## src/rtl/uart_rx_fifo.sv

```systemverilog
// Generic single-clock FIFO: circular buffer, head word readable combinationally.
// Latency: a pushed word is visible at rd_dat on the cycle after the push edge.
// Backpressure: wr_rdy drops when full unless a pop is accepted in the same cycle.
module sync_fifo #(
    parameter int WIDTH = 8,
    parameter int DEPTH = 4
) (
    input  logic                       clk,
    input  logic                       n_rst,
    input  logic                       wr_vld,
    output logic                       wr_rdy,
    input  logic [WIDTH-1:0]           wr_dat,
    output logic                       rd_vld,
    input  logic                       rd_rdy,
    output logic [WIDTH-1:0]           rd_dat,
    output logic [$clog2(DEPTH):0]     count
);
    localparam int PW = $clog2(DEPTH);
    localparam int CW = PW + 1;

    logic [WIDTH-1:0] mem [DEPTH];
    logic [PW-1:0]    wr_ptr;
    logic [PW-1:0]    rd_ptr;
    logic             full;
    logic             do_push;
    logic             do_pop;

    assign full    = (count == CW'(DEPTH));
    assign rd_vld  = (count != '0);
    assign do_pop  = rd_vld && rd_rdy;
    // A full FIFO still takes a write when the head leaves on the same edge.
    assign wr_rdy  = !full || do_pop;
    assign do_push = wr_vld && wr_rdy;
    assign rd_dat  = mem[rd_ptr];

    always_ff @(posedge clk or negedge n_rst) begin
        if (!n_rst) begin
            wr_ptr <= '0;
            rd_ptr <= '0;
            count  <= '0;
        end else begin
            if (do_push) wr_ptr <= wr_ptr + 1'b1;
            if (do_pop)  rd_ptr <= rd_ptr + 1'b1;
            if (do_push && !do_pop)      count <= count + 1'b1;
            else if (do_pop && !do_push) count <= count - 1'b1;
        end
    end

    always_ff @(posedge clk) begin
        if (do_push) mem[wr_ptr] <= wr_dat;
    end
endmodule

// UART receiver with configurable width/parity feeding a FIFO of {payload, framing, parity} entries.
// Latency: head entry visible 2 cycles after the stop-bit sample (PUSH cycle + push edge).
// Backpressure: none on the line; a frame completing while the FIFO is full is dropped and sets overrun_error.
module uart_rx_fifo #(
    parameter int DATA_BITS  = 8,
    parameter int BIT_PERIOD = 10,
    parameter bit PARITY_EN  = 1'b0,
    parameter bit PARITY_ODD = 1'b0,
    parameter int FIFO_DEPTH = 4
) (
    input  logic                          clk,
    input  logic                          n_rst,
    input  logic                          serial_in,
    input  logic                          data_read,
    output logic [DATA_BITS-1:0]          rx_data,
    output logic                          data_ready,
    output logic                          framing_error,
    output logic                          parity_error,
    output logic                          overrun_error,
    output logic [$clog2(FIFO_DEPTH):0]   fifo_count
);
    localparam int TW   = (BIT_PERIOD > 1) ? $clog2(BIT_PERIOD) : 1;
    localparam int HALF = BIT_PERIOD / 2;

    localparam logic [2:0] ST_IDLE   = 3'd0;
    localparam logic [2:0] ST_START  = 3'd1;
    localparam logic [2:0] ST_DATA   = 3'd2;
    localparam logic [2:0] ST_PARITY = 3'd3;
    localparam logic [2:0] ST_STOP   = 3'd4;
    localparam logic [2:0] ST_PUSH   = 3'd5;

    typedef struct packed {
        logic [DATA_BITS-1:0] payload;
        logic                 framing;
        logic                 parity;
    } entry_t;

    logic                 sync1;
    logic                 sync2;
    logic                 edge_q;
    logic                 start_edge;
    logic                 rx_bit;

    logic [2:0]           state;
    logic [TW-1:0]        timer;
    logic [3:0]           bit_idx;
    logic [DATA_BITS-1:0] shift_q;
    logic                 fe_q;
    logic                 pe_q;
    logic                 half_tick;
    logic                 bit_tick;

    entry_t               wr_dat;
    entry_t               rd_dat;
    logic                 wr_vld;
    logic                 wr_rdy;
    logic                 rd_vld;
    logic                 pop_acc;

    always_ff @(posedge clk or negedge n_rst) begin
        if (!n_rst) begin
            sync1  <= 1'b1;
            sync2  <= 1'b1;
            edge_q <= 1'b1;
        end else begin
            sync1  <= serial_in;
            sync2  <= sync1;
            edge_q <= sync2;
        end
    end

    // Edge-qualified start: a line held low never re-arms the receiver.
    assign start_edge = !sync2 && edge_q;
    assign rx_bit     = sync2;
    assign half_tick  = (timer == TW'(HALF - 1));
    assign bit_tick   = (timer == TW'(BIT_PERIOD - 1));

    always_ff @(posedge clk or negedge n_rst) begin
        if (!n_rst) begin
            state   <= ST_IDLE;
            timer   <= '0;
            bit_idx <= '0;
            shift_q <= '0;
            fe_q    <= 1'b0;
            pe_q    <= 1'b0;
        end else begin
            case (state)
                ST_IDLE: begin
                    if (start_edge) begin
                        state <= ST_START;
                        timer <= '0;
                    end
                end
                ST_START: begin
                    if (half_tick) begin
                        timer <= '0;
                        if (rx_bit) begin
                            state <= ST_IDLE;
                        end else begin
                            state   <= ST_DATA;
                            bit_idx <= '0;
                            fe_q    <= 1'b0;
                            pe_q    <= 1'b0;
                        end
                    end else begin
                        timer <= timer + 1'b1;
                    end
                end
                ST_DATA: begin
                    if (bit_tick) begin
                        timer   <= '0;
                        shift_q <= {rx_bit, shift_q[DATA_BITS-1:1]};
                        if (bit_idx == 4'(DATA_BITS - 1)) begin
                            state <= PARITY_EN ? ST_PARITY : ST_STOP;
                        end else begin
                            bit_idx <= bit_idx + 1'b1;
                        end
                    end else begin
                        timer <= timer + 1'b1;
                    end
                end
                ST_PARITY: begin
                    if (bit_tick) begin
                        timer <= '0;
                        pe_q  <= ((^shift_q) ^ rx_bit) != PARITY_ODD;
                        state <= ST_STOP;
                    end else begin
                        timer <= timer + 1'b1;
                    end
                end
                ST_STOP: begin
                    if (bit_tick) begin
                        timer <= '0;
                        fe_q  <= !rx_bit;
                        state <= ST_PUSH;
                    end else begin
                        timer <= timer + 1'b1;
                    end
                end
                ST_PUSH: begin
                    state <= ST_IDLE;
                end
                default: begin
                    state <= ST_IDLE;
                    timer <= '0;
                end
            endcase
        end
    end

    assign wr_vld         = (state == ST_PUSH);
    assign wr_dat.payload = shift_q;
    assign wr_dat.framing = fe_q;
    assign wr_dat.parity  = pe_q && PARITY_EN;
    assign pop_acc        = data_read && rd_vld;

    sync_fifo #(
        .WIDTH ($bits(entry_t)),
        .DEPTH (FIFO_DEPTH)
    ) u_fifo (
        .clk    (clk),
        .n_rst  (n_rst),
        .wr_vld (wr_vld),
        .wr_rdy (wr_rdy),
        .wr_dat (wr_dat),
        .rd_vld (rd_vld),
        .rd_rdy (data_read),
        .rd_dat (rd_dat),
        .count  (fifo_count)
    );

    // A drop in the same cycle as a pop leaves the flag set.
    always_ff @(posedge clk or negedge n_rst) begin
        if (!n_rst) begin
            overrun_error <= 1'b0;
        end else if (wr_vld && !wr_rdy) begin
            overrun_error <= 1'b1;
        end else if (pop_acc) begin
            overrun_error <= 1'b0;
        end
    end

    assign data_ready    = rd_vld;
    assign rx_data       = rd_vld ? rd_dat.payload : '0;
    assign framing_error = rd_vld && rd_dat.framing;
    assign parity_error  = rd_vld && rd_dat.parity;
endmodule

```

## config.mk

```make
export PLATFORM = sky130hd
export DESIGN_NAME = uart_rx_fifo
export DESIGN_NICKNAME = d
export VERILOG_FILES = /design/src/rtl/uart_rx_fifo.sv
export SDC_FILE = /design/constraint.sdc
export NUM_CORES = 1
export LEC_CHECK = 0
export BUFFER_PORTS_ARGS = -buffer_cell sky130_fd_sc_hd__buf_2
export CAP_MARGIN = 10
export CORE_AREA = 2 2 85 87
export DETAILED_ROUTE_END_ITERATION = 16
export DIE_AREA = 0 0 87 89
export PLACE_DENSITY = 0.66
export SLEW_MARGIN = 0
export SYNTH_ARGS = -nofsm -noshare
export SYNTH_HDL_FRONTEND = slang
export SYNTH_SLANG_ARGS = --single-unit
```

## constraint.sdc

```tcl
create_clock -name clk -period 5.1 [get_ports clk]
set_clock_uncertainty 0.1 [all_clocks]
set_input_delay 0.51 -clock clk [delete_from_list [all_inputs] [get_ports clk]]
set_output_delay 0.51 -clock clk [all_outputs]
set_load 0.02 [all_outputs]
```

; ---- Word-level counts from Yosys, hierarchy flattened
; Memories as Yosys holds them, arrays and structs flattened.
; Cells that the tools add are included.
[op_classes]
addsub = 6
eq_ne = 17
muxes = 28
n_bitwise = 1
n_reduce_logical = 26
[op_table]
columns = op, n
row1 = 4-bit 2-to-1 mux, 7
row2 = 3-bit 2-to-1 mux, 8
row3 = "2-bit != test, second input constant", 8
row4 = 4-bit case mux with 4 select lines, 1
row5 = 3-bit case mux with 5 select lines, 1
row6 = "3-bit == test, second input constant", 3
row7 = "4-bit by 1-bit adder with 4-bit output, second input constant", 2
row8 = "4-bit by 3-bit == test with 1-bit output, second input constant", 2
row9 = 8-bit 2-to-1 mux, 1
row10 = 4-bit case mux with 2 select lines, 1
row11 = 2-bit nonzero test, 4
row12 = 1-bit logical AND, 7
row13 = 1-bit 2-to-1 mux, 7
row14 = "3-bit by 2-bit == test with 1-bit output, second input constant", 2
row15 = 6-bit AND reduction, 1
row16 = 1-bit logical NOT, 5
row17 = 5-bit AND reduction, 1
row18 = "2-bit by 1-bit adder with 2-bit output, second input constant", 2
row19 = "4-bit == test, second input constant", 1
row20 = 2-bit AND reduction, 2
row21 = 4-bit AND reduction, 1
row22 = "3-bit by 1-bit adder with 3-bit output, second input constant", 1
row23 = "3-bit by 1-bit == test with 1-bit output, second input constant", 1
row24 = 3-bit logical NOT, 1
row25 = 8 further kinds, 8
[totals]
regBits = 31
mem_bits_rw = 36
in_bits = 4
out_inout_bits = 15
wordCells = 91
memories = 1
[memory_table]
columns = memory, depth, width, read_ports, rd_ports_with_merged_regs, write_ports, line_no
row1 = u_fifo.mem, 4, 9, 1, 0, 1, 21  ; logic [WIDTH-1:0] mem [DEPTH];

; ---- Logic depth before layout (Yosys ltp)
; Gate-level depths: netlist of run 1.
[logic_depth]
depth_word = 8
depth_mapped = 9
mapped_depth_nobuf = 9

; ---- Cells and area by module
; A second synthesis of run 1 with hierarchy kept.
[unflattened]
hier_cells = 201
area_unflattened_um2 = 3145.5
[modules_own_cells]
columns = mod, n_inst, cells_per_inst, area_per_inst_um2, seq_area_each_um2
row1 = sync_fifo, 1, 88, 1856.8, 1376.3
row2 = uart_rx_fifo, 1, 113, 1288.7, 604.3

; ---- Worst setup path before layout of run 1
; No wires, ideal clock.
[synth_path]
path_type = reg2reg
from = register u_fifo.count[2]
to = register u_fifo.count[2]
setup_ps = 80
arrival_ps = 2053
t_required_ps = 4920
path_slack_ps = 2868
path_stages_with_launch = 9
path_buffers = 0
synth_period_minus_slack_ps = 2232
path_cell_list = dfrtp_1 nor3b_1 a21oi_1 ha_1 inv_1 fa_1 xor2_1 nor2_1 xor2_1
[synth_via]
elab_chain_cells = 7
word_cells_on_any_way = 15
classes_between = add/sub: 2 / eq/ne: 1 / mux: 2 / reduce/logical: 10
[synth_rtl]
columns = element, line_no
row1 = "start, declared", 16  ; output logic [$clog2(DEPTH):0] count
row2 = "start signal, assigned", 44  ; if (do_push && !do_pop) count <= count + 1'b1;
row3 = "start signal, assigned", 45  ; else if (do_pop && !do_push) count <= count - 1'b1;
row4 = 3-bit == test or 3-bit nonzero test (tied branches), "28, 29"
row5 = 1-bit logical NOT or 1-bit logical AND (tied branches), "32, 30"
row6 = 1-bit logical OR *, 32  ; assign wr_rdy = !full || do_pop;
row7 = 1-bit logical AND *, 33  ; assign do_push = wr_vld && wr_rdy;
row8 = via u_fifo.do_push, 25  ; logic do_push;
row9 = 1-bit logical NOT, 45
row10 = 1-bit logical AND, 45
row11 = 2-bit nonzero test (no line), n/a
; Mark *: on every way through the listed nets, which the timed path passes. The rest lies on a longest branch. The select of a mux whose other input is x is not followed.
; A chain may end at the register's enable or synchronous reset.

; ---- Worst setup path after layout of run 1
[layout_path]
from = register u_fifo.rd_ptr[0]
to = output framing_error
[layout_via]
elab_chain_cells = 2
[layout_rtl]
columns = element, line_no
row1 = "start, declared", 23  ; logic [PW-1:0] rd_ptr;
row2 = "start signal, assigned", 43  ; if (do_pop) rd_ptr <= rd_ptr + 1'b1;
row3 = memory 4 x 9 bit, n/a
row4 = 1-bit logical AND, 238  ; assign framing_error = rd_vld && rd_dat.framing;
row5 = "end, declared", 70  ; output logic framing_error,
; No other way between the ends.

==> results of run 1 <==
## synth_stat cells, types with 2 or more instances
cell	n
mux2_2	11
xor2_1	3
buf_6	2
nor2_1	8
nand3_1	3
a22o_1	3
dfstp_2	3
nand2_1	5
a21oi_1	7
and2_1	14
dfrtp_1	28
a211oi_1	2
or2_2	2
buf_4	2
and3_1	2
edfxtp_1	36
ha_1	9
o21ai_0	3
nor2b_1	2
o22ai_1	2
xnor2_1	4
inv_1	11
mux4_2	9
clkbuf_1	2
## worst paths after layout
path	from	endpoint	cells past startpoint
worst min-delay path	n_rst	timer[0]	1
worst max-delay path	u_fifo.rd_ptr[0]	framing_error	3
worst max register to register	state[1]	u_fifo.count[2]	9
worst min register to register	sync1	rx_bit	0
min in group clk	serial_in	sync1	1
max in group asynchronous	n_rst	shift_q[4]	1
## power groups by stage
stage	combinational [mW]	sequential (mW)	clock (mW)
2_1_floorplan	0.378	0.667	0
3_3_place_gp	0.461	0.704	0
3_5_place_dp	0.463	0.708	0
4_1_cts	0.465	0.696	0.376
5_1_grt	0.502	0.708	0.404
6_report	0.458	0.694	0.362
## placed cells by master, fill, tap and decap left out, types with 2 or more instances in the layout
cell	instances
mux2_2	11
clkinvlp_4	2
and3_1	2
dfrtp_1	28
or2_2	2
clkbuf_8	9
xnor2_1	4
nor2_1	8
clkinv_2	2
dfstp_2	3
nand3_1	3
inv_1	11
o21ai_0	3
xor2_1	3
ha_1	9
a211oi_1	2
clkinv_1	2
edfxtp_1	36
buf_2	17
and2_1	14
a21oi_1	7
nor2b_1	2
o22ai_1	2
a22o_1	3
nand2_1	5
mux4_2	9
## logic make-up after synthesis
group	after synthesis	share of synthesized area, %
muxes	21	11.4
other	1	0.125
DFF	67	61.9
buffers and inverters	18	3.04
adders and majority gates	10	4.41
and+or+nand+nor	49	10.0
xor gates and xnor gates	7	2.04
AOI/OAI and AO/OA	28	7.04
## metrics by stage
step / total power, mW / setup WS, ns / utilization [%] / hold WS [ns]
4_1_cts: 1.54 / 2.42 / 49.1 / 0.135
3_5_place_dp: 1.17 / 2.66 / 46.7 / 0.248
3_3_place_gp: 1.16 / 2.72 / 46.7 / 0.248
6_report: 1.51 / 2.46 / 49.1 / 0.108
2_1_floorplan: 1.05 / 2.87 / - / 0.114
5_1_grt: 1.61 / 2.32 / 49.1 / 0.138
## registers in the layout, summed over array words and instances (netlist names)
register and count:
bit_idx 4, edge_q 1, fe_q 1, overrun_error 1, rx_bit 1, shift_q 8
state 3, sync1 1, timer 4, u_fifo.count 3, u_fifo.mem 36, u_fifo.rd_ptr 2
u_fifo.wr_ptr 2
## routing by layer
layer | track usage (%) | share of wire (%) | vias to the layer above
met5 | 0 | 0 | -
met2 | 22.0 | 50 | 35
met4 | 6.68 | 1.7 | 0
li1 | - | - | 787
met1 | 18.1 | 45 | 812
met3 | 4.71 | 3.4 | 12
## area by class of cell
class                   count  area, um^2
fillers                   574        3420
clock inverters             6        32.5
repair buffers             17        85.1
clock buffers              10         128
inverters                  11        41.3
multi-input cells         116        1050
flip-flops and latches     67        1860
well taps                  80         100
## critical path, cell delays in order (launching register included)
cell	delay (ns)
dfrtp_1	0.78
mux4_2	0.57
and2_1	0.19
buf_2	0.16
==> flow_summary_export.csv, run 1 <==
group,metric,value,unit
synthesis,syn_area,3000,um^2
routing,drtIter0Drc,74,
power,p_per_area,459,nW/um^2
clocking,htreeDepth,3,
clocking,clkLatencyLatePin,0.34,ns
outcome,outcome,"finished clean",
cells_and_area,area_growth,9.83,%
sta,post-route-period-util,51.7,%
critical_path,worst_setup_path_end_kind,"primary output",
floorplanning,core,6720,um^2
power,p_seq_share,45.8,%
run,drv_cap,0,
grt,grt_overflow,0,
routing,detail_route.vias_per_cell,5.36,
critical_path,reg2reg_setup_slack,2.64,ns
power,leakage,1.28,nW
clocking,numCtsBuffers,9,
grt,grt_antenna_before_repair,0,
synthesis,avgSynthCellArea,14.9,um^2
cells_and_area,layout.cells.non_filler,307,
cells_and_area,drive_above_1_share,27.3,%
synthesis,ys_types,52,
placement,dp_cells,291,
clocking,cts_sinks,67,
routing,ant_nets,0,
routing,drt-pass1-iter-count,5,
critical_path,critPathLaunchType,"flip-flop",
floorplanning,io_pins,19,
hold_path,hp-class,"in -> async",
synthesis,async_flop_share,46.3,%
grt,grt_pass1_wl,8070,um
placement,dpl_cell_area,3140,um^2
sta,fin_crit,2.64,ns
synthesis,ys.flop_type,"edfxtp_1",
power,p_sw_share,34.0,%
floorplanning,die_h,89,um
synthesis,yosys.area.top_type,"edfxtp_1",
sta,finalSetupViolations,0,
power,combPwrFrac,30.2,%
floorplanning,fp-row-count,30,
routing,wl,4770,um
cells_and_area,finalNetCount,236,
routing,vias,1646,
synthesis,yosys_warnings,0,
critical_path,path_class,"reg -> out",
synthesis,yosysSeqAreaShare,61.9,%
placement,place_congestion,0.780,
clocking,clockBufferDepth,2,
floorplanning,die-width,87,um
clocking,cts.repair.resized,0,
synthesis,synth_seq_cells,67,
critical_path,cp_max_fo,11,
critical_path,cp.required,4.49,ns
critical_path,worstPathArrival,2.03,ns
sta,finalMaxSlewViolations,0,
synthesis,syn-num-nets,215,
floorplanning,start_util,44.7,%
cells_and_area,n_antenna_cell,0,
sta,fmax,379,MHz
sta,rsz0062_at_grt,"no",
sta,max_slew_margin,52.9,%
sta,hold_violations,0,
synthesis,synth_top_area_share,36.0,%
clocking,cts_tree,"yes",
routing,wl_per_cell,15.5,um
sta,finalSetupTns,0,ns
clocking,post_cts_buffers,0,
synthesis,synth_edf_count,36,
placement,portBuffers,17,
clocking,clkTransAtPathRegs,0.07,ns
synthesis,syn_inst,201,
grt,grt_max_degree,32,
power,p_clk_share,23.9,%
routing,drc,0,
synthesis,synth_area_leaders,"edfxtp_1, dfrtp_1, mux4_2",
power,power.internal,0.999,mW
sta,worst_pin_slew,0.707,ns
grt,grt_pass1_vias,1600,
power,power.switching,0.515,mW
cells_and_area,final_area,3300,um^2
clocking,root_buffer,"clkbuf_8",
placement,hpwl,3190,um
power,ir_drop,0.201,mV
grt,globalRouteTotalUtil,14.2,%
clocking,hold_buffers,0,
floorplanning,dieArea,7740,um^2
Note: power is estimated with default switching activity, not from simulation.
==> run 2: changes to the inputs <==
Clock period 5.1 ns to 2.5 ns, I/O delays scaled along.
==> flow_summary_export.csv, run 2 (synthesized netlist as in run 1, its figures left out) <==
group,metric,value,unit
cells_and_area,final_cell_mix,"edfxtp_1, dfrtp_1, buf_2",
placement,dp_cells,296,
routing,wl,4710,um
clocking,cts_sinks,67,
critical_path,worst_setup_path_end_kind,"flip-flop",
critical_path,critPathLaunchType,"flip-flop",
sta,worst_pin_slew,0.725,ns
cells_and_area,reg_top3,"u_fifo.mem (36), shift_q (8)",
cells_and_area,drive_above_1_share,29.1,%
routing,wl_per_cell,15.0,um
cells_and_area,seq_area,1860,um^2
critical_path,path_class,"reg -> reg",
placement,hpwl,3110,um
run,drv_cap,0,
grt,globalRouteTotalUtil,13.7,%
grt,grt_pass1_vias,1609,
placement,dpl_cell_area,3180,um^2
floorplanning,fp-row-count,30,
routing,dr.max_layer_used,"met4",
sta,finalMaxSlewViolations,0,
sta,finalSetupTns,0,ns
grt,grt_pass1_wl,7850,um
cells_and_area,n_antenna_cell,0,
cells_and_area,regMostFlops,"u_fifo.mem",
critical_path,cp_max_fo,8,
sta,max_slew_margin,51.7,%
cells_and_area,multi_input_area,1050,um^2
sta,hold_violations,0,
power,p_per_area,936,nW/um^2
routing,wirelength_met1,2210,um
critical_path,critical-path-max-stage-delay,0.46,ns
floorplanning,dieArea,7740,um^2
routing,met3WireLength,134,um
clocking,cts.repair.resized,0,
routing,drt-pass1-iter-count,4,
placement,place_congestion,0.810,
grt,grt_max_degree,32,
sta,worst_slack,0.295,ns
power,leakage,1.31,nW
critical_path,path_cells,"inv_1 > nand3_1 > a21oi_1 > ha_1 > inv_1 > fa_1 > xor2_1 > nor2_1 > xor2_1",
routing,drc,0,
cells_and_area,fillCellCount,568,
clocking,clkLatencyLatePin,0.33,ns
routing,ant_nets,0,
hold_path,hp-class,"in -> reg",
cells_and_area,finalNetCount,243,
floorplanning,start_util,44.7,%
grt,grt_overflow,0,
sta,fin_crit,2.21,ns
routing,met2_length,2300,um
cells_and_area,area_growth,12.1,%
clocking,clockBufferDepth,2,
clocking,numCtsBuffers,9,
critical_path,worstPathArrival,2.37,ns
cells_and_area,largest_register_ffs,36,
routing,detail_route.vias_per_cell,5.20,
clocking,clkTransAtPathRegs,0.07,ns
routing,drtIter0Drc,56,
placement,portBuffers,17,
cells_and_area,final_area,3370,um^2
sta,fmax,453,MHz
clocking,cts_tree,"yes",
placement,place_ws,0.328,ns
clocking,root_buffer,"clkbuf_8",
grt,grt_antenna_before_repair,0,
cells_and_area,final_common_cell,"edfxtp_1",
critical_path,cp_slowest_cell,"dfrtp_1",
floorplanning,die-width,87,um
floorplanning,core,6720,um^2
sta,rsz0062_at_grt,"no",
clocking,htreeDepth,3,
floorplanning,io_pins,19,
outcome,outcome,"finished clean",
floorplanning,die_h,89,um
sta,finalSetupViolations,0,
clocking,post_cts_buffers,0,
routing,vias,1634,
critical_path,cp.required,2.66,ns
sta,post-route-period-util,88.2,%
cells_and_area,layout.cells.non_filler,314,
power,ir_drop,0.387,mV
[run 2: changes by cell type in the layout (fill, tap and decap cells not counted)]
| cell | previous run | this run |
|---|---|---|
| buf_4 | 0 | 5 |
| dlygate4sd3_1 | 0 | 2 |
| clkbuf_8 | 9 | 10 |
| clkinv_1 | 2 | 1 |
[run 2: layout make-up]
class,count,share of cell area (%)
Timing Repair Buffer,24,4.24
Inverter,11,1.23
Clock inverter,5,0.855
Clock buffer,11,4.20
Tap cell,80,2.97
Multi-Input combinational cell,116,31.3
Sequential cell,67,55.3
[run 2: per-stage QoR]
step / power (mW) / util (%) / hold WS (ns)
2_1_floorplan: 2.13 / - / -0.146
3_3_place_gp: 2.41 / 47.3 / 0.247
3_5_place_dp: 2.41 / 47.3 / 0.247
4_1_cts: 3.19 / 50.1 / 0.0312
5_1_grt: 3.36 / 50.1 / 0.0384
6_report: 3.15 / 50.1 / 0.0474
[run 2: worst paths after layout]
kind	start	to	slack, ns	depth (start not counted)
max reg2reg	state[1]	u_fifo.count[2]	0.29	9
min	data_read	overrun_error	0.05	2
min in group asynchronous	n_rst	timer[1]	0.40	2
max in group asynchronous	n_rst	shift_q[0]	1.43	2
min reg2reg	sync1	rx_bit	0.26	0
max	state[1]	u_fifo.count[2]	0.29	9
[run 2: power by group]
part	internal (mW)	total (mW)	switching (mW)
Sequential	1.24	1.37	0.129
Combinational	0.481	1.01	0.526
Clock	0.380	0.776	0.396
Total	2.10	3.15	1.05
[run 2: layer usage]
layer,vias to the layer above,GRT usage (%)
li1,794,-
met1,808,17.1
met2,25,22.3
met3,7,3.60
met4,0,6.96
met5,-,0
[run 2: timing repair]
item / 4_1_cts / 5_1_grt
endpoints found under the setup margin: 0 / 0
hold endpoints to repair: 29 / 0
hold buffers: 2 / 0
[run 2: worst max-delay path, delay by kind of cell, from the launching register on]
kind / cells / cell delay (ns)
AND/OR/NAND/NOR: 2 / 0.20
XOR/XNOR: 2 / 0.31
adder cells (fa/ha/maj): 2 / 0.62
AO/OA/AOI/OAI: 1 / 0.21
buffers and inverters: 2 / 0.24
flip-flops: 1 / 0.46
